--- src/rtl/program_sequencer_if.sv ---
// program_sequencer_if: control inputs and status outputs of the program sequencer
interface program_sequencer_if #(
  parameter int ADDR_W      = 4,
  parameter int STACK_DEPTH = 4
);
  localparam int SP_W = $clog2(STACK_DEPTH + 1);
  logic              en;
  logic              jump;
  logic              call;
  logic              ret;
  logic [ADDR_W-1:0] target;
  logic              clr_err;
  logic [ADDR_W-1:0] pc;
  logic [SP_W-1:0]   sp;
  logic              stk_empty;
  logic              stk_full;
  logic              ovf;
  logic              unf;
  modport master (
    output en, jump, call, ret, target, clr_err,
    input  pc, sp, stk_empty, stk_full, ovf, unf
  );
  modport slave (
    input  en, jump, call, ret, target, clr_err,
    output pc, sp, stk_empty, stk_full, ovf, unf
  );
endinterface

--- src/rtl/program_sequencer.sv ---
// program_sequencer: program counter with a LIFO return stack and sticky overflow/underflow flags
module program_sequencer #(
  parameter int                ADDR_W      = 4,
  parameter int                STACK_DEPTH = 4,
  parameter logic [ADDR_W-1:0] RESET_ADDR  = '0
) (
  input logic clk,
  input logic rst_n,
  program_sequencer_if.slave bus
);
  localparam int SP_W  = $clog2(STACK_DEPTH + 1);
  localparam int IDX_W = $clog2(STACK_DEPTH);
  logic [ADDR_W-1:0] pc_q, pc_d, pc_inc;
  logic [SP_W-1:0]   sp_q, sp_d;
  logic              ovf_q, ovf_d, unf_q, unf_d;
  logic              push, empty, full;
  logic [IDX_W-1:0]  wr_idx, rd_idx;
  logic [ADDR_W-1:0] stack_q [STACK_DEPTH];
  assign empty  = sp_q == '0;
  assign full   = sp_q == SP_W'(STACK_DEPTH);
  assign pc_inc = pc_q + 1'b1;
  assign wr_idx = sp_q[IDX_W-1:0];
  assign rd_idx = IDX_W'(sp_q - 1'b1);
  always_comb begin
    pc_d  = pc_q;
    sp_d  = sp_q;
    push  = 1'b0;
    ovf_d = bus.clr_err ? 1'b0 : ovf_q;
    unf_d = bus.clr_err ? 1'b0 : unf_q;
    if (bus.en) begin
      if (bus.ret) begin
        pc_d  = empty ? pc_inc : stack_q[rd_idx];
        sp_d  = empty ? sp_q : sp_q - 1'b1;
        unf_d = empty ? 1'b1 : unf_d;
      end else if (bus.call) begin
        pc_d  = bus.target;
        push  = !full;
        sp_d  = full ? sp_q : sp_q + 1'b1;
        ovf_d = full ? 1'b1 : ovf_d;
      end else begin
        pc_d = bus.jump ? bus.target : pc_inc;
      end
    end
  end
  always_ff @(posedge clk or negedge rst_n) begin
    if (!rst_n) begin
      pc_q  <= RESET_ADDR;
      sp_q  <= '0;
      ovf_q <= 1'b0;
      unf_q <= 1'b0;
    end else begin
      pc_q  <= pc_d;
      sp_q  <= sp_d;
      ovf_q <= ovf_d;
      unf_q <= unf_d;
    end
  end
  // Stack contents need no reset: entries at or above sp are never read.
  always_ff @(posedge clk) begin
    if (push) stack_q[wr_idx] <= pc_inc;
  end
  assign bus.pc        = pc_q;
  assign bus.sp        = sp_q;
  assign bus.stk_empty = empty;
  assign bus.stk_full  = full;
  assign bus.ovf       = ovf_q;
  assign bus.unf       = unf_q;
endmodule

--- src/flat_wrapper.sv ---
// flat-port wrapper written by rule: the top's interface ports become plain ports
module program_sequencer_flat 
#(
  parameter int                ADDR_W      = 4,
  parameter int                STACK_DEPTH = 4,
  parameter logic [ADDR_W-1:0] RESET_ADDR  = '0
)
  (clk, rst_n, bus_en, bus_jump, bus_call, bus_ret, bus_target, bus_clr_err, bus_pc, bus_sp, bus_stk_empty, bus_stk_full, bus_ovf, bus_unf);
  program_sequencer_if #(.ADDR_W(ADDR_W), .STACK_DEPTH(STACK_DEPTH)) bus_i ();
  input logic clk;
  input logic rst_n;
  input wire logic [$bits(bus_i.en)-1:0] bus_en;
  input wire logic [$bits(bus_i.jump)-1:0] bus_jump;
  input wire logic [$bits(bus_i.call)-1:0] bus_call;
  input wire logic [$bits(bus_i.ret)-1:0] bus_ret;
  input wire logic [$bits(bus_i.target)-1:0] bus_target;
  input wire logic [$bits(bus_i.clr_err)-1:0] bus_clr_err;
  output wire logic [$bits(bus_i.pc)-1:0] bus_pc;
  output wire logic [$bits(bus_i.sp)-1:0] bus_sp;
  output wire logic [$bits(bus_i.stk_empty)-1:0] bus_stk_empty;
  output wire logic [$bits(bus_i.stk_full)-1:0] bus_stk_full;
  output wire logic [$bits(bus_i.ovf)-1:0] bus_ovf;
  output wire logic [$bits(bus_i.unf)-1:0] bus_unf;
  assign bus_i.en = bus_en;
  assign bus_i.jump = bus_jump;
  assign bus_i.call = bus_call;
  assign bus_i.ret = bus_ret;
  assign bus_i.target = bus_target;
  assign bus_i.clr_err = bus_clr_err;
  assign bus_pc = bus_i.pc;
  assign bus_sp = bus_i.sp;
  assign bus_stk_empty = bus_i.stk_empty;
  assign bus_stk_full = bus_i.stk_full;
  assign bus_ovf = bus_i.ovf;
  assign bus_unf = bus_i.unf;
  program_sequencer #(.ADDR_W(ADDR_W), .STACK_DEPTH(STACK_DEPTH), .RESET_ADDR(RESET_ADDR)) u_core (.clk(clk), .rst_n(rst_n), .bus(bus_i));
endmodule
--- config.mk ---
export PLATFORM = sky130hd
export DESIGN_NAME = program_sequencer_flat
export DESIGN_NICKNAME = d
export VERILOG_FILES = /design/src/rtl/program_sequencer_if.sv /design/src/rtl/program_sequencer.sv /design/src/flat_wrapper.sv
export SDC_FILE = /design/constraint.sdc
export NUM_CORES = 1
export LEC_CHECK = 0
export BUFFER_PORTS_ARGS = -buffer_cell sky130_fd_sc_hd__clkbuf_2
export CAP_MARGIN = 20
export CELL_PAD_IN_SITES_DETAIL_PLACEMENT = 0
export CELL_PAD_IN_SITES_GLOBAL_PLACEMENT = 1
export CORE_UTILIZATION = 32
export DETAILED_ROUTE_END_ITERATION = 10
export GPL_TIMING_DRIVEN = 0
export PLACE_DENSITY = 0.57
export REMOVE_ABC_BUFFERS = 1
export SYNTH_ARGS = -nofsm -noshare
export SYNTH_HDL_FRONTEND = slang
export SYNTH_SLANG_ARGS = --single-unit
--- constraint.sdc ---
create_clock -name clk -period 2 [get_ports clk]
set_input_delay 0.4 -clock clk [delete_from_list [all_inputs] [get_ports clk]]
set_output_delay 0.4 -clock clk [all_outputs]
set_load 0.02 [all_outputs]
==> metrics.txt, run 1 <==
status=completed; Net Sw Frac=40.5%; Comb pwr share=48.8%; final hold violations=0; R2R Path End=u_core.bus.sp[1]; Slew Limit Fails=0; r2r worst-path depth=5; post-synthesis sequential area ratio=53.8%; max incr delay on CP=450 ps; hold path endpoint=u_core.bus.unf; crit start category=flop; Final setup viols=0; CTS Root Cell=clkbuf_8; Slew HR=67.8%; Worst path top cell family by delay=buffers and inverters; Max stage delay cell, worst path=dfrtp_2; most frequent cells in the layout=21 x clkbuf_2, 16 x edfxtp_1, 7 x nand2_1, 7 x dfrtp_1, 6 x inv_1; slew of the pin with the lowest slew margin=471 ps; synth-to-layout area growth=16.4%; 1st-iter DRT viols=23; Syn Std Cell Area=0.00131 sq mm; crit path buf inv count=3; Vias per Instance=5.04; WL final=2830 microns; vias in the first global route=927; startpoint of the worst hold path=bus_clr_err; CP Max Fanout=6; Post-Synth Adder-Cell Area=5.72%; RSZ-0062 raised after global routing=no; Int Pwr=0.00133 W; Mapped Avg Cell Area=12.2 sq um; Wirelength per Cell=15.8 microns; H-tree levels=1; Worst Path Arrival=1470 ps; predominant post-synthesis flop cell=edfxtp_1; starting density of the core=34.6%; gr usage total=14.9%; DIE AREA=0.00436 sq mm; Post-DP HPWL=2120 microns; Worst Path Required=1600 ps; worst setup path start=u_core.bus.sp[1]; mux contribution to synthesized area=9.06%; Core Region=0.00380 sq mm; Ant. Diodes=0; crit path cell chain=inv_1 -> ha_4 -> nand2b_4 -> clkinvlp_4 -> clkbuf_2; largest family of logic cells by synthesized area=simple AND/OR/NAND/NOR gates; post-route cell area=0.00153 sq mm; CTS tree=built; crit end category=output port; Tcrit/Tclk final=93.5%; commonest non-fill, non-tap cell in the layout=clkbuf_2; ANT nets after route=0; I/O pin cnt=22; Horiz. Die Dim=66.0 microns; router iterations before antenna repair=4; post-synthesis xor/xnor area fraction=3.34%; min Tclk post-route=1870 ps; TritonCTS buffer count=3; initial antenna violation count=0; simple-gate share of the synthesized area=14.3%; Syn Inst Count=108; dpl cell area=0.00144 sq mm; MaxCap Viol Count=0; Placer Congestion=0.703; clk_lat worst skew=270 ps; static leakage=0.614 nW; Worst VDD drop=0.580 mV; part of the power in the clock network=13.8%; Hold Worst Slack=326 ps; Worst Hold Class=input port to flop; reg2reg setup slack=250 ps; Post-synth ARST share=36.0%; row count=22; DRC=0; Ys Warns=0; fmax=535 MHz; layout cells sized above 1=29.8%; nets=149; power per standard cell area=1460 mW/mm^2; number of flops mapped to enable cells by yosys=16; fin util=40.2%; Setup Skew=1.73 ps; critical path class=flop to output port; sequential power share=37.4%; Bufs on Longest Clock Path=2; CTS sink cnt=25; first-pass GRT wire length=4600 microns; largest net degree at the start of global routing=16; Netlist cell types=37; grt total ovfl=0; input/output buffers=21; synthesis-stage register bit count=25; RR Startpoint=u_core.bus.sp[1]; Die Span Y=66.0 microns; Worst-path clk slew=90 ps; Hold Path Cell Cnt=2; P_sw=0.000906 W; compound-cell area share of the yosys netlist=8.87%; Vias=903
==> power groups by stage <==
stage               Clock [W]  Combinational, W  Sequential (W)
floorplan                   0          0.000598        0.000945
global placement            0          0.000966        0.000880
detailed placement          0          0.000994        0.000884
CTS                  0.000317           0.00108        0.000834
global route         0.000333           0.00122        0.000854
finish               0.000309           0.00109        0.000836
==> synth_stat cells, types with 2 or more instances <==
| library cell | number | area share, % |
|---|---|---|
| a21oi_1 | 5 | 1.9 |
| and2_1 | 5 | 2.4 |
| buf_6 | 2 | 1.7 |
| dfrtp_1 | 9 | 17 |
| edfxtp_1 | 16 | 37 |
| ha_1 | 6 | 5.7 |
| inv_1 | 8 | 2.3 |
| mux2_2 | 3 | 2.6 |
| mux2i_1 | 4 | 3.1 |
| mux4_2 | 2 | 3.4 |
| nand2_1 | 7 | 2.0 |
| nand3_1 | 5 | 1.9 |
| nand3b_1 | 2 | 1.1 |
| nor2_1 | 4 | 1.1 |
| nor3_1 | 2 | 0.76 |
| o21ai_0 | 2 | 0.76 |
| o22ai_1 | 3 | 1.4 |
| xnor2_1 | 3 | 2.0 |
| xor2_1 | 2 | 1.3 |
==> metrics by stage <==
| stage | TNS, ps | worst slack [ps] | total power [W] | cells |
|---|---|---|---|---|
| after floorplan | -226 | -14.2 | 0.00154 | 104 |
| after global placement | -2870 | -276 | 0.00185 | 173 |
| after detailed placement | -4450 | -400 | 0.00188 | 173 |
| after CTS | 0 | 23.1 | 0.00223 | 179 |
| after global routing | 0 | 25.2 | 0.00240 | 179 |
| final | 0 | 131 | 0.00224 | 179 |
==> timing repair <==
action | CTS | global route
buffers inserted | 1 | 0
setup endpoints to repair | 22 | 2
hold buffers | 1 | 0
gates resized for setup | 3 | 3
endpoints found under the hold margin | 9 | 0
==> sequential cells by signal, indices dropped and copies added (netlist names) <==
register and flops:
u_core.bus.ovf 1, u_core.bus.unf 1, u_core.bus.sp 3, u_core.stack_q 16
u_core.bus.pc 4
==> cells by family (layout without fill, tap and decap cells) <==
group                    count (synthesis)  count (layout)
AND/OR/NAND/NOR                         33              33
flip-flops                              25              25
AO/OA/AOI/OAI                           18              18
buffers and inverters                   12              35
multiplexers                             9               9
adder cells (fa/ha/maj)                  6               6
XOR/XNOR                                 5               5
==> cell type report <==
cell class	count	area, sq um
repair buffers	23	123
clock inverters	1	7.51
well taps	48	60.1
multi-input cells	71	554
fillers	399	2270
flip-flops and latches	25	708
inverters	8	33.8
clock buffers	3	41.3
==> worst max path at each step <==
stage	end	cells after the start	slack, ps
after floorplan	u_core.stack_q[0][0]	6	-10
after global placement	u_core.bus.sp[1]	5	-280
after detailed placement	u_core.bus.sp[1]	5	-400
after CTS	bus_stk_empty	5	20
after global routing	bus_stk_empty	5	30
final	bus_stk_empty	5	130
==> routing by layer <==
layer  GRT usage, %  wire (microns)  vias to the layer above
li1               -               -                      434
met1           19.6            1270                      438
met2           24.1            1380                       29
met3           2.93             159                        2
met4           5.59              17                        0
met5              0               0                        -
No activity file was read; power rests on OpenSTA's default activity.
==> run 2: changes to the inputs <==
- PLACE_DENSITY: 0.57 -> 0.58
==> metrics.txt, run 2 (synthesis results as in run 1) <==
status=completed; dpl cell area=0.00144 sq mm (unchanged); WL final=2750 microns (-2.8%); ANT nets after route=0 (unchanged); grt total ovfl=0 (unchanged); vias in the first global route=909 (-1.9%); global routing usage on met1=19.8% (+0.20 points); CTS sink cnt=25 (unchanged); largest net degree at the start of global routing=17 (+1); Slew Limit Fails=0 (unchanged); RSZ-0062 raised after global routing=no; post-route cell area=0.00153 sq mm (about the same); crit end category=output port; Ant. Diodes=0 (unchanged); met2 GRT Util=22.7% (-1.4 points); CTS tree=built; most frequent cells in the layout=21 x clkbuf_2, 16 x edfxtp_1, 7 x inv_1, 7 x nand2_1, 7 x dfrtp_1; DIE AREA=0.00436 sq mm (unchanged); total negative slack=0 ps (unchanged); Placer Congestion=0.719 (+2.3%); max incr delay on CP=420 ps (-30 ps); clk_lat worst skew=270 ps (about the same); GR Layer Usage met3=3.10% (+0.17 points); input/output buffers=21 (unchanged); I/O pin cnt=22 (unchanged); crit start category=flop; first-pass GRT wire length=4570 microns (-0.61%); MaxCap Viol Count=0 (unchanged); gr usage total=14.5% (-0.42 points); Horiz. Die Dim=66.0 microns (unchanged); initial antenna violation count=0 (unchanged); H-tree levels=1 (unchanged); Vias per Instance=4.94 (-2.1%); busiest grt layer=met2; TritonCTS buffer count=3 (unchanged); Final setup viols=0 (unchanged); Worst VDD drop=0.812 mV (+40%); Core Region=0.00380 sq mm (unchanged); static leakage=0.619 nW (+0.89%); crit path cell chain=inv_1 -> ha_4 -> nand2b_4 -> clkinvlp_4 -> clkbuf_2; synth-to-layout area growth=16.5% (about the same); Die Span Y=66.0 microns (unchanged); min Tclk post-route=1890 ps (+16.1 ps); nets=149 (unchanged); starting density of the core=34.6% (unchanged); max reg flops=16 (unchanged); Bufs on Longest Clock Path=2 (unchanged); CTS Root Cell=clkbuf_8; Vias=884 (-2.1%); 1st-iter DRT viols=27 (+17%); Tcrit/Tclk final=94.3% (+0.80 points); Setup Skew=0.882 ps (-0.845 ps); Worst Hold Class=input port to flop; CP Max Fanout=6 (unchanged); Wirelength per Cell=15.4 microns (-2.8%); row count=22 (unchanged); slew of the pin with the lowest slew margin=425 ps (-46.6 ps); Slew HR=71.0% (+3.2 points); power per standard cell area=1450 mW/mm^2 (-1.2%); Worst Path Required=1600 ps (about the same); Post-DP HPWL=2100 microns (-0.86%); commonest non-fill, non-tap cell in the layout=clkbuf_2; Worst-path clk slew=90 ps (about the same); fmax=530 MHz (-0.85%); critical path class=flop to output port; final hold violations=0 (unchanged); register with the most flip-flops=u_core.stack_q; Worst Path Arrival=1490 ps (+20 ps); Max stage delay cell, worst path=dfrtp_2; router iterations before antenna repair=4 (unchanged); Hold Worst Slack=326 ps (-0.554 ps); layout cells sized above 1=29.0% (-0.76 points); DRC=0 (unchanged)
run 2: cell count changes in the layout (fill, tap and decap cells not counted):
cell,delta
clkinvlp_4,-1
inv_1,+1
inv_2,-1
inv_6,+1
run 2: path summary, 6_finish.rpt:
kind	startpoint	to	slack (ps)	depth (start not counted)
min in group asynchronous	rst_n	u_core.bus.sp[2]	520	2
worst min-delay path	bus_clr_err	u_core.bus.unf	330	2
max in group asynchronous	rst_n	u_core.bus.sp[1]	1270	2
worst min register to register	u_core.bus.unf	u_core.bus.unf	540	2
worst max-delay path	u_core.bus.sp[0]	bus_stk_empty	110	5
worst max register to register	u_core.bus.sp[1]	u_core.bus.sp[1]	300	5
run 2: critical path: cells and delay by family (launching register included):
| kind | cells | cell delay (ps) |
|---|---|---|
| buf+inv | 3 | 490 |
| fa+ha+maj | 1 | 210 |
| simple gates | 1 | 100 |
| flops | 1 | 420 |
run 2: layout make-up:
| cell class | instances | area (sq um) |
|---|---|---|
| repair buffers | 23 | 123 |
| flip-flops and latches | 25 | 708 |
| well taps | 48 | 60.1 |
| multi-input cells | 71 | 554 |
| inverters | 8 | 33.8 |
| clock inverters | 1 | 8.76 |
| fillers | 387 | 2270 |
| clock buffers | 3 | 41.3 |
run 2: power by group:
| group | switching (W) | internal [W] |
|---|---|---|
| Sequential | 0.000101 | 0.000738 |
| Combinational | 0.000619 | 0.000445 |
| Clock | 0.000164 | 0.000146 |
run 2: stage by stage:
stage / worst slack (ps) / util, % / total power, W / std cells
5_1_grt: 37.5 / 40.3 / 0.00238 / 179
2_1_floorplan: -14.2 / - / 0.00154 / 104
6_report: 115 / 40.3 / 0.00221 / 179
4_1_cts: 44.9 / 40.0 / 0.00221 / 179
3_3_place_gp: -289 / 38.0 / 0.00184 / 173
3_5_place_dp: -325 / 38.0 / 0.00186 / 173
run 2: per-layer routing:
layer | vias up | part of all wire (%)
met4 | 0 | 0.65
met3 | 2 | 3.4
met2 | 15 | 47
li1 | 434 | -
met1 | 433 | 49
met5 | - | 0
run 2: what timing repair did:
item                                    in CTS  in global routing
endpoints found under the setup margin      22                  1
buffers inserted                             1                  0
resized for setup                            3                  2
gates cloned                                 0                  0
hold buffers                                 1                  0
hold endpoints to repair                     9                  0
